File: config.mk
export PLATFORM = sky130hd
export DESIGN_NAME = pipe_ctrl
export DESIGN_NICKNAME = d
export VERILOG_FILES = /design/src/rtl/pipe_ctrl.sv
export SDC_FILE = /design/constraint.sdc
export NUM_CORES = 1
export LEC_CHECK = 0
export ABC_AREA = 0
export BUFFER_PORTS_ARGS = -buffer_cell sky130_fd_sc_hd__buf_4
export CAP_MARGIN = 20
export CELL_PAD_IN_SITES_DETAIL_PLACEMENT = 1
export CELL_PAD_IN_SITES_GLOBAL_PLACEMENT = 1
export CORE_AREA = 2 2 106 108
export CTS_BUF_LIST = sky130_fd_sc_hd__clkbuf_8
export DETAILED_ROUTE_END_ITERATION = 7
export DIE_AREA = 0 0 108 110
export GPL_ROUTABILITY_DRIVEN = 0
export PLACE_DENSITY = 0.93
export SYNTH_ARGS = -nofsm -noshare
export SYNTH_HDL_FRONTEND = slang
export SYNTH_SLANG_ARGS = --single-unit
File: constraint.sdc
create_clock -name clk -period 6.45 [get_ports clk]
set_clock_uncertainty 0.15 [all_clocks]
set_input_delay 0.3225 -clock clk [delete_from_list [all_inputs] [get_ports clk]]
set_output_delay 0.3225 -clock clk [all_outputs]
set_load 0.02 [all_outputs]
File: src/rtl/pipe_ctrl.sv
// Pipeline controller for the 5-stage core. It merges the per-stage stall requests into
// the stall bus. It sequences exception flushes and delays the PC redirect until any
// in-flight fetch has completed. It also counts stalled cycles in a saturating counter.
module pipe_ctrl #(
    parameter int unsigned PC_W  = 32,
    parameter int unsigned CNT_W = 32
) (
    input  logic             clk,
    input  logic             rst,
    input  logic             stallreq_if,
    input  logic             stallreq_id,
    input  logic             stallreq_ex,
    input  logic             stallreq_mem,
    input  logic             excp_valid,
    input  logic [PC_W-1:0]  excp_target,
    output logic [5:0]       stall,
    output logic             flush,
    output logic [PC_W-1:0]  new_pc,
    output logic             new_pc_valid,
    output logic [CNT_W-1:0] stall_cnt
);

    typedef enum logic [0:0] {StIdle, StWaitIf} state_e;

    localparam logic [5:0] StallNone = 6'b000000;
    localparam logic [5:0] StallIf   = 6'b000011;
    localparam logic [5:0] StallId   = 6'b000111;
    localparam logic [5:0] StallEx   = 6'b001111;
    localparam logic [5:0] StallMem  = 6'b011111;

    state_e           state_q, state_d;
    logic [PC_W-1:0]  target_q, target_d;
    logic [PC_W-1:0]  new_pc_q, new_pc_d;
    logic [CNT_W-1:0] cnt_q, cnt_d;
    logic [5:0]       stall_enc, stall_d;
    logic             flush_d, valid_d;

    // Stall priority encoder: the furthest-downstream requester wins.
    always_comb begin
        stall_enc = StallNone;
        if (stallreq_mem)     stall_enc = StallMem;
        else if (stallreq_ex) stall_enc = StallEx;
        else if (stallreq_id) stall_enc = StallId;
        else if (stallreq_if) stall_enc = StallIf;
    end

    // Flush/redirect sequencing and next-state logic.
    always_comb begin
        state_d  = state_q;
        target_d = target_q;
        stall_d  = stall_enc;
        flush_d  = 1'b0;
        valid_d  = 1'b0;
        new_pc_d = new_pc_q;
        unique case (state_q)
            StIdle: begin
                if (excp_valid) begin
                    flush_d = 1'b1;
                    if (!stallreq_if) begin
                        valid_d  = 1'b1;
                        new_pc_d = excp_target;
                        stall_d  = StallNone;
                    end else begin
                        // Fetch still in flight: hold PC/IF and redirect once it lands.
                        stall_d  = StallIf;
                        target_d = excp_target;
                        state_d  = StWaitIf;
                    end
                end
            end
            StWaitIf: begin
                // Downstream is already flushed, so its stall requests are ignored.
                stall_d = StallIf;
                if (excp_valid) begin
                    flush_d  = 1'b1;
                    target_d = excp_target;
                end
                if (!stallreq_if) begin
                    valid_d  = 1'b1;
                    new_pc_d = excp_valid ? excp_target : target_q;
                    stall_d  = StallNone;
                    state_d  = StIdle;
                end
            end
            default: state_d = StIdle;
        endcase
    end

    // Saturating stall-cycle counter, keyed on the IF/ID stall bit.
    always_comb begin
        cnt_d = cnt_q;
        if (stall_d[2] && (cnt_q != {CNT_W{1'b1}})) cnt_d = cnt_q + 1'b1;
    end

    // State registers.
    always_ff @(posedge clk or negedge rst) begin
        if (!rst) begin
            state_q  <= StIdle;
            target_q <= '0;
            new_pc_q <= '0;
            cnt_q    <= '0;
        end else begin
            state_q  <= state_d;
            target_q <= target_d;
            new_pc_q <= new_pc_d;
            cnt_q    <= cnt_d;
        end
    end

    // Outputs are forced low while reset is held.
    always_comb begin
        stall        = rst ? stall_d : 6'b0;
        flush        = rst & flush_d;
        new_pc_valid = rst & valid_d;
        new_pc       = rst ? new_pc_d : '0;
        stall_cnt    = cnt_q;
    end

endmodule

Yosys cells after proc, flatten, opt, wreduce, memory -nomap -nowiden
Cells that the tools add are included.
{"block": "classes", "eq_ne": 3, "mux": 23, "order_cmp": 0, "addsub": 1, "div": 0, "n_reduce_logical": 2, "bitwise": 3, "shift": 0, "mul": 0}
{"op": "two-way mux 32 bit", "n": 7}
{"op": "one-hot mux 32 bit (2 select lines)", "n": 2}
{"op": "adder 32 x 1 -> 32 bit (second input constant)", "n": 1}
{"op": "inequality test 32 bit (second input constant)", "n": 1}
{"op": "two-way mux 6 bit", "n": 3}
{"op": "one-hot mux 6 bit (2 select lines)", "n": 1}
{"op": "two-way mux 1 bit", "n": 5}
{"op": "two-way mux 4 bit", "n": 1}
{"op": "inequality test 2 bit (second input constant)", "n": 2}
{"op": "one-hot mux 1 bit (2 select lines)", "n": 2}
{"op": "two-way mux 3 bit", "n": 1}
{"op": "AND 1 bit", "n": 2}
{"op": "two-way mux 2 bit", "n": 1}
{"op": "AND reduction 2 bit", "n": 1}
{"op": "logical AND 1 bit", "n": 1}
{"op": "inverter 1 bit", "n": 1}
{"block": "totals", "ff_bits": 97, "latch_bits": 0, "n_memories": 0, "romBits": 0, "mem_bits_rw": 0, "input_bits": 39, "elab_cells": 36, "output_inout_bits": 72}

Longest topological paths before layout
Gate-level depths: netlist (run 1).
{"block": "depth", "word_depth": 7, "depth_mapped": 7, "depth_no_buf": 6}

Least setup slack after synthesis (run 1)
OpenSTA, ideal clock, no wires.
{"block": "synth_timing", "path_kind": "register to register", "from": "reg cnt_q[19] (netlist: stall_cnt[19])", "to": "reg cnt_q[1] (netlist: stall_cnt[1])", "setup_slack_ns": 4.075, "path_buffers": 0, "required_ns": 6.172, "period_less_slack_ns": 2.375, "path_stages_with_launch": 6, "setup_ns": 0.128, "t_arrival_ns": 2.097, "path_cell_list": "dfrtp_1 nand4_1 or4_4 nor4_4 or4_1 mux2_1"}
{"block": "synth_via", "elab_chain_len": 2}
{"item": "from (decl)", "line": "34", "rtl": "logic [CNT_W-1:0] cnt_q, cnt_d;"}
{"item": "from (signal assigned)", "line": "106", "rtl": "cnt_q <= cnt_d;"}
{"item": "inequality test 32 bit", "line": "92", "rtl": "if (stall_d[2] && (cnt_q != {CNT_W{1'b1}})) cnt_d = cnt_q + 1'b1;"}
{"item": "logical AND 1 bit", "line": "92"}
Every way passes these cells.
A chain may end at the register's enable or synchronous reset.

Worst setup path after layout (run 1)
{"block": "layout_timing", "from": "in rst", "to": "out new_pc[13]"}
{"block": "layout_via", "elab_chain_len": 1}
{"item": "from (decl)", "line": "9", "rtl": "input logic rst,"}
{"item": "two-way mux 32 bit", "line": "115", "rtl": "new_pc = rst ? new_pc_d : '0;"}
{"item": "to (decl)", "line": "18", "rtl": "output logic [PC_W-1:0] new_pc,"}
Every way passes these cells.

==> results.ini, run 1 <==
[timing]
setup_tns_ns = 0
fin_crit_sh_pct = 48.7
finalSetupViolations = 0
grt_setup_unrepaired = false
slew_viol_final = 0
worstMarginPinSlew_ns = 1.10
hold_violations = 0
fmax_mhz = 318
slew_headroom_pct = 26.3
period_needed_ns = 3.14
layout_setup_ws_ns = 3.31

[cells_and_area]
nFillCells = 1228
num_antenna_cells = 0
fin_area_um2 = 5910
num-nets-final = 619
syn_to_final_growth_pct = 22.5
final_layout_size_suffix_gt1_share_pct = 29.4
fin_util_pct = 55.2

[pwr]
cellPowerDensity_nw_per_um2 = 252
power.total_w = 0.00149
leakage_nw = 2.72
irDropWorstVdd_mv = 0.133

[critical_path]
worstPathMaxFanout = 71
crit_path_cell_trace = dlygate4sd3_1 -> buf_4 -> buf_4 -> and2_1 -> buf_4
crit_type = primary input to primary output
worstRegToRegCells = 5
cp.required_ns = 5.98
cp_slowest_cell = buf_4
max_stage_delay_ns = 0.73
r2r_start = stall_cnt[19]
crit_family = buffers and inverters
r2r_slack_ns = 3.64
timing.rr.end = stall_cnt[1]
cp_data_arrival_time_ns = 2.67
crit_top_cell = buf_4
cp-start-kind = primary input
crit_buf_inv = 4
cp-end-kind = primary output

[worst_hold_path]
hold_path.startpoint = excp_target[21]
holdPathStages = 2
hold_path_end = target_q[21]
hp-class = primary input to flip-flop

[logic_synthesis]
syn_nets = 528
yosysTopAreaCell = dfrtp_1
synth_cells = 488
yosysWarnings = 0
async_flop_share_pct = 100
avgSynthCellArea_um2 = 9.88
syn_area_um2 = 4820
yosysMostFrequentCell = dfrtp_1
ys_seq_elements = 97
synth_top_area_share_pct = 50.3
ys_types = 45
ys_top_cells_by_area = dfrtp_1 50%, mux2_2 7.5%, a22oi_1 4.8%, and2_1 4.3%, nor2_1 3.7%
yosys_most_used_dff = dfrtp_1
synthTopCellsByCount = 97 x dfrtp_1, 48 x nor2_1, 47 x nand2_1
yosysSeqAreaShare_pct = 50.3
synth_edf_count = 0

[run_status]
status = completed

[die]
die_h_um = 110
die_area_um2 = 11900
pin_count = 111
initial_utilization_pct = 45.1
row_count = 38
die_w_um = 108
core_area_um2 = 10700

[grt]
antenna_found_initial = 0
track_usage_pct = 23.0
overflow = 0
grt_pass1_vias = 4292
grt_first_pass_wirelength_mm = 21.6
grt_max_degree = 72

[clocking]
cts.sinks = 97
cts_root_buf = clkbuf_8
h-tree-depth = 3
cts_made_buffers = 9
cts_tree = yes
cts_buffer_depth = 2
cts.clk_slew.worst_paths_ns = 0.09
worst_skew_pair.late_latency_ns = 0.36

[detailed_routing]
wirelength_mm = 13.4
routedWlPerCell_um = 18.5
vias = 4071
drc_errors = 0
drtPass1Iterations = 4
drtIter0Drc = 218
ant_nets = 0
routed_via_density = 5.64

[job]
max_cap_violations = 0

[placement]
post-dp-hpwl_mm = 9.01
post_dp_cell_area_um2 = 5700
port_buffers = 109
pre_cts_slack_ns = 3.64

-- report_power, final --
group | leakage [nW] | internal [W] | total (W) | switching, W
logic | 1.43 | 0.000167 | 0.000373 | 0.000207
registers | 1.20 | 0.000691 | 0.000761 | 0.0000700
clock network | 0.0892 | 0.000145 | 0.000352 | 0.000207
-- per-stage QoR --
step	std cells	hold WS, ns
floorplan	488	-0.123
CTS	720	0.0360
global placement	705	0.270
global route	722	0.0390
finish	722	0.0521
detailed placement	705	0.291
-- flip-flops by register name, summed over array words and instances, names as in the netlist --
signal and flops:
stall_cnt 32, target_q 32, state_q 1, new_pc_q 32
-- worst max path at each step --
stage,start,endpoint,slack [ns],depth (start not counted)
final,rst,new_pc[13],3.31,5
after global routing,rst,new_pc[13],3.06,5
after CTS,state_q,new_pc[13],3.24,5
after detailed placement,state_q,new_pc[13],3.64,5
after global placement,state_q,new_pc[28],3.78,5
after floorplan,stall_cnt[19],stall_cnt[1],4.08,5
-- cells in the final DEF (no fill, tap or decap), types with 2 or more instances in the layout --
cell       count
nand4_1        8
nor4_4         2
clkbuf_8      10
o21ai_0       31
nand3_1       13
or4_1          2
dfrtp_1       97
xnor2_1       10
xor2_1        17
and3_1         3
o2111ai_1      2
buf_4        112
or3_1          3
nor4_1         3
clkinv_2       2
nor2_1        48
nor4_2         2
and2_1        33
mux2_2        32
nor3_1        12
inv_1          3
a21oi_1       35
nand2_1       47
a22oi_1       31
-- routing by layer --
metal | global-route usage, % | share of wire [%] | up-vias
met5 | 0 | 0 | -
met4 | 6.87 | 1.1 | 0
met3 | 3.94 | 4.1 | 15
met2 | 39.2 | 50 | 101
met1 | 30.3 | 44 | 2074
li1 | - | - | 1881
-- final cells by class --
cell class	count	area, µm²	share of cell area [%]
inverter	2	7.51	0.127
sequential	97	2430	41.1
tap	140	175	2.97
multi-input combinational	354	2250	38.1
clock buffer	10	138	2.33
timing repair buffer	115	883	15.0
clock inverter	4	22.5	0.381
-- kinds of logic after synthesis --
family,count (synthesis),share of synthesized area (%)
simple gates,188,20.7
compound gates,104,12.8
flops,97,50.3
buf+inv,37,3.24
mux,33,7.71
xor+xnor,27,4.90
fa+ha+maj,1,0.259
other cells,1,0.0778
-- timing repair --
item	4_1_cts	5_1_grt
setup buffers	0	0
hold buffers	1	0
resized for setup	0	0
endpoints found under the hold margin	51	0
No activity file was read; power rests on OpenSTA's default activity.
==> run 2, diff against run 1 <==
--- a/config.mk
+++ b/config.mk
@@ -10,12 +10,12 @@
 export CAP_MARGIN = 20
 export CELL_PAD_IN_SITES_DETAIL_PLACEMENT = 1
 export CELL_PAD_IN_SITES_GLOBAL_PLACEMENT = 1
-export CORE_AREA = 2 2 106 108
+export CORE_AREA = 2 2 116 118
 export CTS_BUF_LIST = sky130_fd_sc_hd__clkbuf_8
 export DETAILED_ROUTE_END_ITERATION = 7
-export DIE_AREA = 0 0 108 110
+export DIE_AREA = 0 0 118 120
 export GPL_ROUTABILITY_DRIVEN = 0
-export PLACE_DENSITY = 0.93
+export PLACE_DENSITY = 0.84
 export SYNTH_ARGS = -nofsm -noshare
 export SYNTH_HDL_FRONTEND = slang
 export SYNTH_SLANG_ARGS = --single-unit
==> constraint.sdc (replaced) <==
create_clock -name clk -period 2.85 [get_ports clk]
set_clock_uncertainty 0.15 [all_clocks]
set_input_delay 0.1425 -clock clk [delete_from_list [all_inputs] [get_ports clk]]
set_output_delay 0.1425 -clock clk [all_outputs]
set_load 0.02 [all_outputs]
==> results.ini, run 2 (synthesis gave the netlist of run 1 again) <==
[pwr]
cellPowerDensity_nw_per_um2 = 569  ; +130%
leakage_nw = 2.91  ; +6.8%
irDropWorstVdd_mv = 0.232  ; +74%

[cells_and_area]
register_area_um2 = 2430  ; unchanged
fin_util_pct = 49.2  ; -6.0 points
layout_common_cells = 118 x buf_4, 97 x dfrtp_1, 48 x nor2_1
final_layout_size_suffix_gt1_share_pct = 28.9  ; -0.44 points
multiInputGateArea_um2 = 2250  ; unchanged
nFillCells = 1491  ; +21%
num-nets-final = 657  ; +6.1%
syn_to_final_growth_pct = 32.5
fin_area_um2 = 6390  ; +8.2%
num_antenna_cells = 0  ; unchanged
final_common_cell = buf_4
fin_cells = 798  ; +11%

[critical_path]
cp_slowest_cell = inv_1
crit_type = flip-flop to primary output
crit_family = buffers and inverters
crit_buf_inv = 3  ; -1
worstPathMaxFanout = 17  ; -76%
max_stage_delay_ns = 0.48  ; -0.25 ns
crit_path_cell_trace = inv_1 -> buf_4 -> a21oi_1 -> o21ai_0 -> and2_1 -> buf_4
cp.required_ns = 2.56  ; -3.42 ns
cp_data_arrival_time_ns = 2.37  ; -0.30 ns
crit_top_cell = buf_4
cp-start-kind = flip-flop
cp-end-kind = primary output

[die]
row_count = 42  ; +11%
die_area_um2 = 14200  ; +19%
die_w_um = 118  ; +9.3%
pin_count = 111  ; unchanged
initial_utilization_pct = 37.2  ; -7.9 points
die_h_um = 120  ; +9.1%
core_area_um2 = 13000  ; +21%

[placement]
post-dp-hpwl_mm = 9.41  ; +4.4%
post_dp_cell_area_um2 = 5830  ; +2.3%
dp.cells = 749  ; +6.2%
port_buffers = 109  ; unchanged

[clocking]
cts.sinks = 97  ; unchanged
cts.clk_slew.worst_paths_ns = 0.11  ; +0.02 ns
h-tree-depth = 3  ; unchanged
cts_tree = yes
cts_root_buf = clkbuf_8
worst_skew_pair.late_latency_ns = 0.38  ; +0.02 ns
cts_buffer_depth = 2  ; unchanged
cts_made_buffers = 9  ; unchanged

[detailed_routing]
ant_nets = 0  ; unchanged
drtPass1Iterations = 4  ; unchanged
top_layer = met4
wirelength_mm = 13.8  ; +2.8%
wl_met2_mm = 6.91  ; +2.2%
route.met3.wl_um = 637  ; +17%
vias = 4183  ; +2.8%
drc_errors = 0  ; unchanged
routedWlPerCell_um = 17.2  ; -7.0%
wl_met1_mm = 5.98  ; +0.86%
drtIter0Drc = 159  ; -27%
routed_via_density = 5.24  ; -7.0%

[worst_hold_path]
hp-class = primary input to async pin

[timing]
period_needed_ns = 2.67
slew_headroom_pct = 54.0  ; +28 points
fin_crit_sh_pct = 93.6
worstMarginPinSlew_ns = 0.683  ; -0.418 ns
hold_violations = 0  ; unchanged
finalSetupViolations = 0  ; unchanged
fmax_mhz = 375
grt_setup_unrepaired = false
slew_viol_final = 0  ; unchanged
setup_tns_ns = 0  ; unchanged

[grt]
overflow = 0  ; unchanged
grt_first_pass_wirelength_mm = 22.8  ; +6.0%
track_usage_pct = 20.0  ; -3.0 points
antenna_found_initial = 0  ; unchanged
grt_max_degree = 74  ; +2.8%
grt_pass1_vias = 4497  ; +4.8%

[run_status]
status = completed

[job]
max_cap_violations = 0  ; unchanged

==> run 2: changes by cell type in the layout (fill, tap and decap cells not counted) <==
cell / before / now
buf_4: 112 / 118
clkbuf_8: 10 / 9
buf_2: 1 / 0
clkinv_2: 2 / 0
inv_1: 3 / 2
bufinv_16: 0 / 2
buf_16: 1 / 0
clkinv_4: 1 / 2
dlygate4sd3_1: 1 / 33
buf_12: 0 / 2
inv_6: 0 / 2
clkinvlp_4: 0 / 1
==> run 2: final cells by class <==
type / instances / share of cell area (%)
Clock buffer: 9 / 1.94
Clock inverter: 7 / 1.61
Inverter: 2 / 0.117
Multi-Input combinational cell: 354 / 35.2
Sequential cell: 97 / 38.0
Tap cell: 176 / 3.45
Timing Repair Buffer: 153 / 19.7
==> run 2: stage by stage <==
step / setup WS (ns) / hold slack (ns) / total power (W)
3_5_place_dp: 0.454 / -0.0894 / 0.00260
5_1_grt: 0.0445 / 0.0527 / 0.00381
2_1_floorplan: 0.475 / -0.303 / 0.00221
6_report: 0.184 / 0.0374 / 0.00363
3_3_place_gp: 0.622 / -0.0877 / 0.00254
4_1_cts: 0.204 / 0.0320 / 0.00366
==> run 2: final timing paths <==
| path | slack [ns] | start | endpoint | cells after the start |
|---|---|---|---|---|
| setup / recovery | 0.18 | state_q | new_pc[1] | 6 |
| hold / removal | 0.04 | rst | stall_cnt[19] | 2 |
| setup reg to reg | 0.43 | state_q | stall_cnt[27] | 5 |
| hold reg to reg | 0.36 | target_q[6] | target_q[6] | 1 |
| max in group asynchronous | 1.65 | rst | state_q | 4 |
| min in group clk | 0.06 | excp_valid | new_pc_q[7] | 2 |
==> run 2: repair_timing <==
item / in CTS / in global routing
hold buffers: 33 / 0
hold endpoints to repair: 145 / 0
resized for setup: 0 / 0
buffers inserted: 0 / 0
==> run 2: routing by layer <==
layer | vias up | global-route usage (%)
met4 | 0 | 7.30
met5 | - | 0
met1 | 2107 | 24.2
met2 | 96 | 34.8
met3 | 20 | 4.71
li1 | 1960 | -
==> run 2: power breakdown <==
part / total [W] / internal, W / switching, W
Combinational: 0.000894 / 0.000410 / 0.000484
Clock: 0.00103 / 0.000504 / 0.000523
Sequential: 0.00171 / 0.00156 / 0.000149
Total: 0.00363 / 0.00248 / 0.00116
==> run 3, diff against run 2 <==
--- a/config.mk
+++ b/config.mk
@@ -10,12 +10,12 @@
 export CAP_MARGIN = 20
 export CELL_PAD_IN_SITES_DETAIL_PLACEMENT = 1
 export CELL_PAD_IN_SITES_GLOBAL_PLACEMENT = 1
-export CORE_AREA = 2 2 116 118
+export CORE_AREA = 2 2 109 111
 export CTS_BUF_LIST = sky130_fd_sc_hd__clkbuf_8
 export DETAILED_ROUTE_END_ITERATION = 7
-export DIE_AREA = 0 0 118 120
+export DIE_AREA = 0 0 111 113
 export GPL_ROUTABILITY_DRIVEN = 0
-export PLACE_DENSITY = 0.84
+export PLACE_DENSITY = 0.89
 export SYNTH_ARGS = -nofsm -noshare
 export SYNTH_HDL_FRONTEND = slang
 export SYNTH_SLANG_ARGS = --single-unit
==> constraint.sdc (replaced) <==
create_clock -name clk -period 2.6 [get_ports clk]
set_clock_uncertainty 0.15 [all_clocks]
set_input_delay 0.13 -clock clk [delete_from_list [all_inputs] [get_ports clk]]
set_output_delay 0.13 -clock clk [all_outputs]
set_load 0.02 [all_outputs]
==> results.ini, run 3 (synthesis gave the netlist of run 1 again) <==
[placement]
pre_cts_slack_ns = 0.325  ; -0.129 ns
port_buffers = 109  ; unchanged
post-dp-hpwl_mm = 9.79  ; +4.1%

[critical_path]
worstPathMaxFanout = 36  ; +19
cp-end-kind = primary output
cp_data_arrival_time_ns = 2.22  ; -0.15 ns
timing.rr.end = stall_cnt[30]
crit_type = flip-flop to primary output
r2r_start = stall_cnt[0]
worstRegToRegCells = 6  ; +1
r2r_slack_ns = 0.26  ; -0.17 ns
cp-start-kind = flip-flop
cp.required_ns = 2.32  ; -0.24 ns

[detailed_routing]
drtPass1Iterations = 4  ; unchanged
drc_errors = 0  ; unchanged
routedWlPerCell_um = 19.3  ; +12%
routed_via_density = 5.65  ; +7.9%
vias = 4354  ; +4.1%
ant_nets = 0  ; unchanged
wirelength_mm = 14.8  ; +7.7%
drtIter0Drc = 159  ; unchanged

[pwr]
netSwitchingFraction_pct = 31.4  ; -0.38 points
power_frac_comb_pct = 25.4  ; +0.8 points
power.internal_w = 0.00273  ; +10%
pwr-share-clk_pct = 27.3  ; -0.9 points
p_switching_w = 0.00125  ; +8.4%
cellPowerDensity_nw_per_um2 = 624  ; +9.7%
seq_power_share_pct = 47.3  ; about the same
irDropWorstVdd_mv = 0.378  ; +63%
leakage_nw = 2.94  ; +1.2%

[die]
die_area_um2 = 12500  ; -11%
pin_count = 111  ; unchanged
core_area_um2 = 11300  ; -13%
row_count = 39  ; -7.1%
die_w_um = 111  ; -5.9%
die_h_um = 113  ; -5.8%
initial_utilization_pct = 42.8  ; +5.6 points

[timing]
finalSetupViolations = 0  ; unchanged
hold_violations = 0  ; unchanged
slew_headroom_pct = 62.4  ; +8.4 points
fin_crit_sh_pct = 96.0
whs_ns = 0.0324  ; -0.00506 ns
grt_setup_unrepaired = false
period_needed_ns = 2.50
worstMarginPinSlew_ns = 0.559  ; -0.124 ns
layout_setup_ws_ns = 0.103  ; -0.0808 ns
fmax_mhz = 400
slew_viol_final = 0  ; unchanged
setup_tns_ns = 0  ; unchanged

[worst_hold_path]
hp-class = primary input to async pin

[grt]
overflow = 0  ; unchanged
grt_max_degree = 102  ; +38%
met3_usage_pct = 6.21  ; +1.5 points
busiest_layer = met2
grt_use_met2_pct = 43.8  ; +9.0 points
grt_util_met1_pct = 26.7  ; +2.5 points
grt_first_pass_wirelength_mm = 24.1  ; +5.3%
grt_pass1_vias = 4858  ; +8.0%
track_usage_pct = 24.1  ; +4.1 points
antenna_found_initial = 0  ; unchanged

[job]
max_cap_violations = 0  ; unchanged

[cells_and_area]
num_antenna_cells = 0  ; unchanged
num-nets-final = 662  ; +0.76%
layout_common_cells = 120 x buf_4, 97 x dfrtp_1, 48 x nor2_1
final_common_cell = buf_4
syn_to_final_growth_pct = 32.5  ; unchanged
final_layout_size_suffix_gt1_share_pct = 29.2  ; +0.25 points

[clocking]
worst_skew_pair.late_latency_ns = 0.38  ; about the same
cts.sinks = 97  ; unchanged
cts_tree = yes
cts_buffer_depth = 2  ; unchanged
h-tree-depth = 3  ; unchanged
cts_made_buffers = 9  ; unchanged
cts.clk_slew.worst_paths_ns = 0.10  ; about the same
cts_root_buf = clkbuf_8

[run_status]
status = completed

## run 3: power by group through the flow
stage / Combinational (W) / Clock [W] / Sequential, W
2_1_floorplan: 0.000506 / 0 / 0.00192
3_3_place_gp: 0.000910 / 0 / 0.00188
3_5_place_dp: 0.000961 / 0 / 0.00191
4_1_cts: 0.00101 / 0.00113 / 0.00188
5_1_grt: 0.00110 / 0.00117 / 0.00191
6_report: 0.00101 / 0.00109 / 0.00189
## run 3: through the flow
stage	utilization [%]	area (µm²)	cells	power [W]
final	56.7	6390	770	0.00399
after global routing	56.7	6390	770	0.00418
after CTS	56.7	6390	770	0.00402
after detailed placement	51.6	5820	720	0.00287
after global placement	51.6	5820	720	0.00279
after floorplan	-	4820	488	0.00242
## run 3: final cells by class
type | count | area [µm²]
multi-input cells | 354 | 2250
clock inverters | 6 | 82.6
repair buffers | 158 | 1300
flip-flops and latches | 97 | 2430
fillers | 1240 | 4880
clock buffers | 10 | 138
well taps | 143 | 179
inverters | 2 | 7.51
## run 3: repair_timing
action                                  CTS  global route
gates cloned                              0             0
hold buffers                             34             0
buffers inserted                          0             0
gates resized for setup                   1             1
pin swaps                                 0             0
endpoints found under the setup margin    2             5
hold endpoints to repair                143             0
## run 3: worst max path at each step
stage	startpoint	endpoint	slack (ns)	cells after the start
floorplan	stall_cnt[19]	stall_cnt[1]	0.23	5
global placement	stall_cnt[19]	stall_cnt[1]	0.42	5
detailed placement	stall_cnt[19]	stall_cnt[1]	0.33	5
CTS	state_q	new_pc[31]	0.03	8
global route	state_q	new_pc[31]	0.03	8
finish	state_q	new_pc[31]	0.10	8
## run 3: critical path, stage by stage (launching register included)
cell	delay, ns
dfrtp_1	0.39
buf_6	0.32
inv_1	0.11
buf_6	0.22
nand2_1	0.11
a21oi_1	0.08
a221o_1	0.29
and2_1	0.16
buf_4	0.15
## run 3: layer usage
| layer | vias to the layer above | share of wire [%] |
|---|---|---|
| li1 | 1968 | - |
| met1 | 2214 | 40 |
| met2 | 134 | 52 |
| met3 | 38 | 4.9 |
| met4 | 0 | 3.1 |
| met5 | - | 0 |
